$ cat config.mk
export PLATFORM = sky130hd
export DESIGN_NAME = fp16_accumulator
export DESIGN_NICKNAME = d
export VERILOG_FILES = /design/src/rtl/fp16_accumulator.sv
export SDC_FILE = /design/constraint.sdc
export NUM_CORES = 1
export LEC_CHECK = 0
export ABC_AREA = 1
export CAP_MARGIN = 25
export CORE_MARGIN = 2
export CORE_UTILIZATION = 30
export DETAILED_ROUTE_END_ITERATION = 6
export GPL_ROUTABILITY_DRIVEN = 0
export SLEW_MARGIN = 30
export SYNTH_ARGS = -nofsm -noshare
export SYNTH_HDL_FRONTEND = slang
export SYNTH_SLANG_ARGS = --single-unit
$ cat constraint.sdc
create_clock -name clk -period 5.1 [get_ports clk]
set_input_delay 1.02 -clock clk [delete_from_list [all_inputs] [get_ports clk]]
set_output_delay 1.02 -clock clk [all_outputs]
set_load 0.1 [all_outputs]
$ cat src/rtl/fp16_accumulator.sv
// FP16 dot-product reduction: sums a stream of FP16 terms into one result per vector.
// Each add runs through ALIGN/ADD/NORM. Denormals flush to zero, overflow saturates and rounding is toward zero.
module fp16_accumulator #(
  parameter int CNT_W = 8
) (
  input  logic             clk,
  input  logic             reset,
  input  logic             clear,
  input  logic             in_valid,
  input  logic [15:0]      in_data,
  input  logic             in_last,
  output logic             in_ready,
  output logic             out_valid,
  output logic [15:0]      out_sum,
  output logic [CNT_W-1:0] out_count,
  output logic             overflow
);
  typedef enum logic [2:0] {IDLE, ALIGN, ADD, NORM, DONE} state_t;

  state_t           state;
  logic [15:0]      acc, op;
  logic             last_q, ovf_q;
  logic [CNT_W-1:0] cnt;
  logic [13:0]      big_sig, sml_sig;
  logic [4:0]       big_exp;
  logic             big_sign, eff_sub;
  logic [14:0]      sum_q;

  // Zero/denormal become signed zero, and Inf/NaN become the largest finite magnitude.
  function automatic logic [15:0] canon(input logic [15:0] x);
    if (x[14:10] == 5'd0)       canon = {x[15], 15'h0};
    else if (x[14:10] == 5'd31) canon = {x[15], 15'h7BFF};
    else                        canon = x;
  endfunction

  assign in_ready = (state == IDLE);

  // ALIGN: order by magnitude, then shift the smaller significand right and keep G/R/S.
  logic [15:0] ca, co, bg, sm;
  logic [4:0]  d;
  logic [13:0] sm_full, sh;
  logic        ovf_in;
  always_comb begin
    ca      = canon(acc);
    co      = canon(op);
    bg      = (ca[14:0] >= co[14:0]) ? ca : co;
    sm      = (ca[14:0] >= co[14:0]) ? co : ca;
    d       = bg[14:10] - sm[14:10];
    sm_full = {|sm[14:10], sm[9:0], 3'b000};
    ovf_in  = (op[14:10] == 5'd31) || (acc[14:10] == 5'd31);
    if (d >= 5'd14) sh = {13'h0, |sm_full};
    else            sh = (sm_full >> d) | {13'h0, |(sm_full & ((14'h1 << d) - 14'h1))};
  end

  // NORM: carry-out or leading-zero shift, then truncate, saturate or flush.
  logic [3:0]  lz;
  logic [13:0] norm;
  logic [6:0]  e7;
  logic [9:0]  mant;
  logic [15:0] res;
  logic        res_ovf;
  always_comb begin
    lz = 4'd0;
    for (int i = 0; i < 14; i++)
      if (sum_q[i]) lz = 4'(13 - i);
    norm    = sum_q[13:0] << lz;
    res_ovf = 1'b0;
    if (sum_q[14]) begin
      e7   = {2'b00, big_exp} + 7'd1;
      mant = sum_q[13:4];
    end else begin
      e7   = {2'b00, big_exp} - {3'b000, lz};
      mant = norm[12:3];
    end
    // An underflowed exponent wraps past 63, so bit 6 marks it.
    if (sum_q == 15'h0 || e7 == 7'd0 || e7[6]) res = 16'h0000;
    else if (e7 > 7'd30) begin
      res     = {big_sign, 15'h7BFF};
      res_ovf = 1'b1;
    end else res = {big_sign, e7[4:0], mant};
  end

  always_ff @(posedge clk) begin
    if (reset) begin
      state     <= IDLE;
      acc       <= 16'h0;
      op        <= 16'h0;
      last_q    <= 1'b0;
      ovf_q     <= 1'b0;
      cnt       <= '0;
      big_sig   <= 14'h0;
      sml_sig   <= 14'h0;
      big_exp   <= 5'h0;
      big_sign  <= 1'b0;
      eff_sub   <= 1'b0;
      sum_q     <= 15'h0;
      out_valid <= 1'b0;
      out_sum   <= 16'h0;
      out_count <= '0;
      overflow  <= 1'b0;
    end else if (clear) begin
      state     <= IDLE;
      acc       <= 16'h0;
      cnt       <= '0;
      ovf_q     <= 1'b0;
      overflow  <= 1'b0;
      out_valid <= 1'b0;
    end else begin
      out_valid <= 1'b0;
      case (state)
        IDLE: if (in_valid) begin
          op     <= in_data;
          last_q <= in_last;
          if (cnt != '1) cnt <= cnt + 1'b1;
          state  <= ALIGN;
        end
        ALIGN: begin
          big_sig  <= {|bg[14:10], bg[9:0], 3'b000};
          sml_sig  <= sh;
          big_exp  <= bg[14:10];
          big_sign <= bg[15];
          eff_sub  <= ca[15] ^ co[15];
          if (ovf_in) ovf_q <= 1'b1;
          state    <= ADD;
        end
        ADD: begin
          sum_q <= eff_sub ? {1'b0, big_sig} - {1'b0, sml_sig}
                           : {1'b0, big_sig} + {1'b0, sml_sig};
          state <= NORM;
        end
        NORM: begin
          acc <= res;
          if (res_ovf) ovf_q <= 1'b1;
          if (last_q) begin
            out_valid <= 1'b1;
            out_sum   <= res;
            out_count <= cnt;
            overflow  <= ovf_q | res_ovf;
            state     <= DONE;
          end else state <= IDLE;
        end
        DONE: begin
          acc   <= 16'h0;
          cnt   <= '0;
          ovf_q <= 1'b0;
          state <= IDLE;
        end
        default: state <= IDLE;
      endcase
    end
  end
endmodule

After elaboration in Yosys (flattened, before gate mapping)

Cells that the tools add are included.

Reduce and logical (&&, ||, !) cells: 24
Mux-type cells: 39
$lt $le $gt $ge: 3
Divide/modulo/power cells: 0
Equality and inequality tests: 11
Bitwise gates (word level): 6
Multipliers: 0
Add/sub/neg operators: 7
Shift operators: 3

Operators with widths:

| cell                                                                 | number |
|---|---|
| 15-bit 2-to-1 mux                                                    | 7 |
| 4-bit 2-to-1 mux                                                     | 14 |
| 16-bit 2-to-1 mux                                                    | 2 |
| 16-bit case mux with 2 select lines                                  | 1 |
| 8-bit 2-to-1 mux                                                     | 2 |
| 8-bit case mux with 2 select lines                                   | 1 |
| 14-bit by 14-bit adder with 15-bit output                            | 1 |
| 15-bit >= comparator                                                 | 1 |
| 15-bit zero test                                                     | 1 |
| 15-bit OR reduction                                                  | 1 |
| 14-bit by 14-bit subtractor with 15-bit output                       | 1 |
| 14-bit AND                                                           | 1 |
| 14-bit 2-to-1 mux                                                    | 1 |
| 14-bit by 1-bit OR with 14-bit output                                | 1 |
| 14-bit OR reduction                                                  | 1 |
| 1-bit by 5-bit << shifter with 14-bit output, first input constant   | 1 |
| 14-bit by 4-bit << shifter with 13-bit output                        | 1 |
| 14-bit by 5-bit >> shifter with 14-bit output                        | 1 |
| 14-bit by 1-bit subtractor with 14-bit output, second input constant | 1 |
| 3-bit case mux with 4 select lines                                   | 1 |
| 3-bit AND reduction                                                  | 4 |
| 5-bit equality test, second input constant                           | 2 |
| 5-bit zero test                                                      | 2 |
| 10-bit 2-to-1 mux                                                    | 1 |
| other kinds (28)                                                     | 43 |

Output and inout port bits: 27
Word-level logic and storage cells: 109
Latch bits: 0
Bits in writable memories: 0
Memories kept: 0
Bits in read-only memories: 0
Register bits after elaboration: 118

Longest topological paths before layout

Depth after elaboration: 22
Gate-level depth with buffers: 31

Least setup slack after synthesis

OpenSTA, ideal clock, no wires.

Path type: register -> register
Start: register state[1]
End: register op[4]
Clock period less this slack: 3634 ps
Setup slack: 1466 ps
Buffers on the path: 1
Stages on the path, launching flop included: 7
Arrival: 3569 ps
Setup time: 65 ps
Cell sequence: dfxtp_1 nor3_1 nand3_1 inv_1 clkbuf_1 nor2_1 nor2_1

Cells in the longest elaborated chain, start to end: 2

RTL lines:

| item                          | RTL line | source |
|---|---|---|
| start: declaration            | 20       | `state_t state;` |
| start signal: assignment      | 85       | `state <= IDLE;` |
| start signal: assignment      | 102      | `state <= IDLE;` |
| start signal: assignment      | 115      | `state <= ALIGN;` |
| 3-bit zero test               | n/a      |  |
| named net in_ready            | 12       | `output logic in_ready,` |
| 3-bit AND reduction (no line) | n/a      |  |
| end signal: assignment        | 112      | `op <= in_data;` |
| end: declaration              | 21       | `logic [15:0] acc, op;` |

The timed path passes the listed nets, and every way through them passes these cells.
A chain may end at the register's enable or synchronous reset.

Worst setup path after layout

Start: register acc[13]
End: register sml_sig[0]

Cells in the longest elaborated chain, start to end: 12
Elaborated cells on any way between the ends: 18
Classes of those cells: 2 x add/sub; 2 x order compare; 1 x eq/ne; 2 x shift; 5 x mux; 2 x bitwise; 4 x reduce/logical

RTL lines:

| item                                                   | RTL line | source |
|---|---|---|
| start: declaration                                     | 21       |  |
| start signal: assignment                               | 132      | `acc <= res;` |
| 5-bit equality test                                    | 32       | `else if (x[14:10] == 5'd31) canon = {x[15], 15'h7BFF};` |
| 15-bit 2-to-1 mux                                      | 32       |  |
| 15-bit 2-to-1 mux *                                    | 31       | `if (x[14:10] == 5'd0) canon = {x[15], 15'h0};` |
| 15-bit >= comparator                                   | 46, 47   |  |
| 16-bit 2-to-1 mux or 15-bit 2-to-1 mux (tied branches) | 46, 47   |  |
| 5-bit subtractor                                       | 48       | `d = bg[14:10] - sm[14:10];` |
| 1-bit by 5-bit << shifter with 14-bit output           | 52       | `else sh = (sm_full >> d) \| {13'h0, \|(sm_full & ((14'h1 << d) - 14'h1))};` |
| 14-bit by 1-bit subtractor with 14-bit output          | 52       |  |
| 14-bit AND                                             | 52       |  |
| 14-bit OR reduction                                    | 52       |  |
| 14-bit by 1-bit OR with 14-bit output                  | 52       |  |
| 14-bit 2-to-1 mux *                                    | 51       | `if (d >= 5'd14) sh = {13'h0, \|sm_full};` |
| end signal: assignment                                 | 119      | `sml_sig <= sh;` |
| end: declaration                                       | 24       | `logic [13:0] big_sig, sml_sig;` |

Every way passes the cells marked *; elsewhere a longest branch is shown, timed or not.

==> run summary <==
maxcap violations: 0
diode count: 0
gr ovfl total: 0
final hold viol count: 0
Main synth FF type: dfxtp_1
antenna violations before repair: 0
most common cell in the netlist: nand2_1
GR Util All Layers: 16.2%
WL/cell: 13.9 um
Bufs on Longest Clock Path: 2
FF-to-FF Start: acc[13]
CP required: 5.40 ns
hold path start: ovf_q
largest net degree at the start of global routing: 56
DRT Pass-1 Iters: 5
layout cell share with drive strength beyond 1: 6.20%
Synth Warn #: 0
hold buffers post-CTS: 0
post-DR vias/cell: 4.97
unrepaired setup endpoints after global routing: no
Die H: 169 um
Yosys cell types: 49
Die W: 169 um
Final Setup Violations: 0
Pwr Total: 3.02 mW
fin crit period: 4.49 ns
Min Hold Slack: 0.460 ns
Setup TNS Final: 0 ns
critical path class: reg2reg
share of the synthesized area in the top cell type: 29.0%
cell taking the most area after synthesis: dfxtp_1
CP Data Arrival Time: 4.79 ns
worst-skew pair later-pin latency: 0.43 ns
cells after synthesis: 1272
top post-synthesis cells by count: 261 x nand2_1, 165 x inv_1, 137 x a21oi_1, 132 x o21ai_0, 118 x dfxtp_1
status: complete, no violations
PD cells: 318 nW/um^2
via count: 8184
htree depth: 4
Die ar.: 28500 um^2
Sequential Area: 2360 um^2
initial core utilization: 30.4%
first-pass GRT wire length: 37700 um
sequential share of the synthesized area: 29.0%
Clock Skew: 0.0111 ns
Slew Limit Headroom: 34.4%
Final Slew Violations: 0
Layout Area Growth over Synthesis: 16.4%
Port Buf Inserts: 47
# resized after CTS: 0
antenna-violating nets left: 0
fill count: 2880
f_max: 222 MHz
FF-to-FF End: sml_sig[0]
Synth Area per Inst: 6.41 um^2
vias in the first global route: 7574
utilization after layout: 35.4%
r2r setup slk: 0.61 ns
WHS Endpoint: ovf_q
Worst-Margin Slew: 0.981 ns
multi-input logic area: 4860 um^2
Hold Crit Class: reg2reg
clock sinks: 118
Async SR Flop Fraction: 0%
layout net count: 1362
element type at the critical path start: register
Cell Area, Synth: 8150 um^2
WL final: 22900 um
Hold Path Stages: 2
syn_nets: 1340
CTS tree: yes
fin crit share: 88.1%
Root Buffer: clkbuf_16
# DRC: 0
Post-synth EDFFs: 0
Ports: 48
Worst Path Max Fanout: 35
Setup Fix Bufs, Post-CTS: 0
core area: 26800 um^2
DP HPWL: 17600 um
Rows: 60
worst vdd ir: 0.224 mV
Worst Setup End Kind: register
Yosys reg bits: 118
top post-synthesis cells by area: dfxtp_1 29%, nand2_1 12%, a21oi_1 8.4%, o21ai_0 8.1%, inv_1 7.6%
FF-to-FF path depth: 24
Initial DRC Count: 513
leak pwr: 4.25 nW
Clk pin slew, worst setup/hold paths: 0.06 ns
number of CTS-inserted buffers: 17
==> report_power, final <==
group,internal [mW],switching (mW)
Clock,0.742,0.504
Sequential,0.943,0.0200
Combinational,0.243,0.570
Total,1.93,1.09
==> metrics by stage <==
| step | setup slack (ns) | cells | instance area, um^2 |
|---|---|---|---|
| detailed placement | 0.720 | 1616 | 8880 |
| global placement | 0.808 | 1616 | 8880 |
| global route | 0.169 | 1648 | 9490 |
| finish | 0.605 | 1648 | 9490 |
| floorplan | 1.47 | 1272 | 8150 |
| CTS | 0.696 | 1648 | 9490 |
==> metal layers <==
metal | up-vias | track usage (%) | share of wire, %
li1 | 4252 | - | -
met1 | 3709 | 21.9 | 49
met2 | 185 | 26.6 | 45
met3 | 38 | 2.50 | 3.9
met4 | 0 | 5.10 | 2.2
met5 | - | 0 | 0
==> critical path: stages, from the launching register on <==
cell and delay (ns):
dfxtp_1 0.44, nand3_1 0.10, nor3_1 0.14, buf_4 0.20, nor2_1 0.08, ha_1 0.67, nand2_4 0.09, inv_1 0.08
nand2_1 0.05, a21oi_1 0.15, inv_1 0.10, nand3_4 0.32, nand2_1 0.10, nand2_1 0.10, nand2_1 0.09, ha_1 0.60
inv_1 0.30, o21ai_1 0.25, nand2_1 0.07, nand2_1 0.06, nand2_1 0.05, nand3_1 0.09, nand4_1 0.10, nand2_1 0.08
a21oi_2 0.05
==> area by class of cell <==
| type | count | area share [%] |
|---|---|---|
| sequential | 118 | 24.9 |
| tap | 341 | 4.50 |
| inverter | 177 | 7.00 |
| clock buffer | 17 | 4.48 |
| timing repair buffer | 60 | 5.99 |
| multi-input combinational | 920 | 51.2 |
| clock inverter | 15 | 1.90 |
==> cell families after synthesis <==
group                    after synthesis  share of synthesized area (%)
AND/OR/NAND/NOR                      500                           26.1
AO/OA/AOI/OAI                        349                           23.4
buffers and inverters                234                           11.5
flip-flops                           118                           29.0
adder cells (fa/ha/maj)               47                           7.40
XOR/XNOR                              15                           1.61
multiplexers                           9                           1.11
==> sequential cells by signal, summed over array words and instances, names as in the netlist <==
register,flops
acc,16
big_exp,5
big_sig,11
big_sign,1
cnt,8
eff_sub,1
last_q,1
op,16
out_count,8
out_sum,16
out_valid,1
overflow,1
ovf_q,1
sml_sig,14
state,3
sum_q,15
==> cells in the final DEF (no fill, tap or decap), types with 5 or more instances in the layout <==
master and instances:
nor2_1 115, inv_1 165, xor2_1 14, nand2_1 261, o21ai_0 132, a21oi_1 137
nand2_2 10, o221ai_1 9, o21bai_1 5, clkdlybuf4s50_1 47, nand4_1 10, nor3_1 16
mux2i_1 9, clkbuf_16 17, buf_4 13, inv_2 9, ha_1 45, nand3_1 70
dfxtp_1 118, o211ai_1 17, o21ai_1 26, inv_6 8
==> how the worst max path moves through the flow <==
stage,start,endpoint,slack (ns),depth (start not counted)
2_1_floorplan,state[1],op[4],1.47,6
3_3_place_gp,op[14],sml_sig[0],0.81,28
3_5_place_dp,acc[13],sml_sig[0],0.72,24
4_1_cts,acc[13],sml_sig[0],0.70,24
5_1_grt,acc[13],sml_sig[0],0.17,27
6_report,acc[13],sml_sig[0],0.61,24
Power figures use the tool's default switching activity.
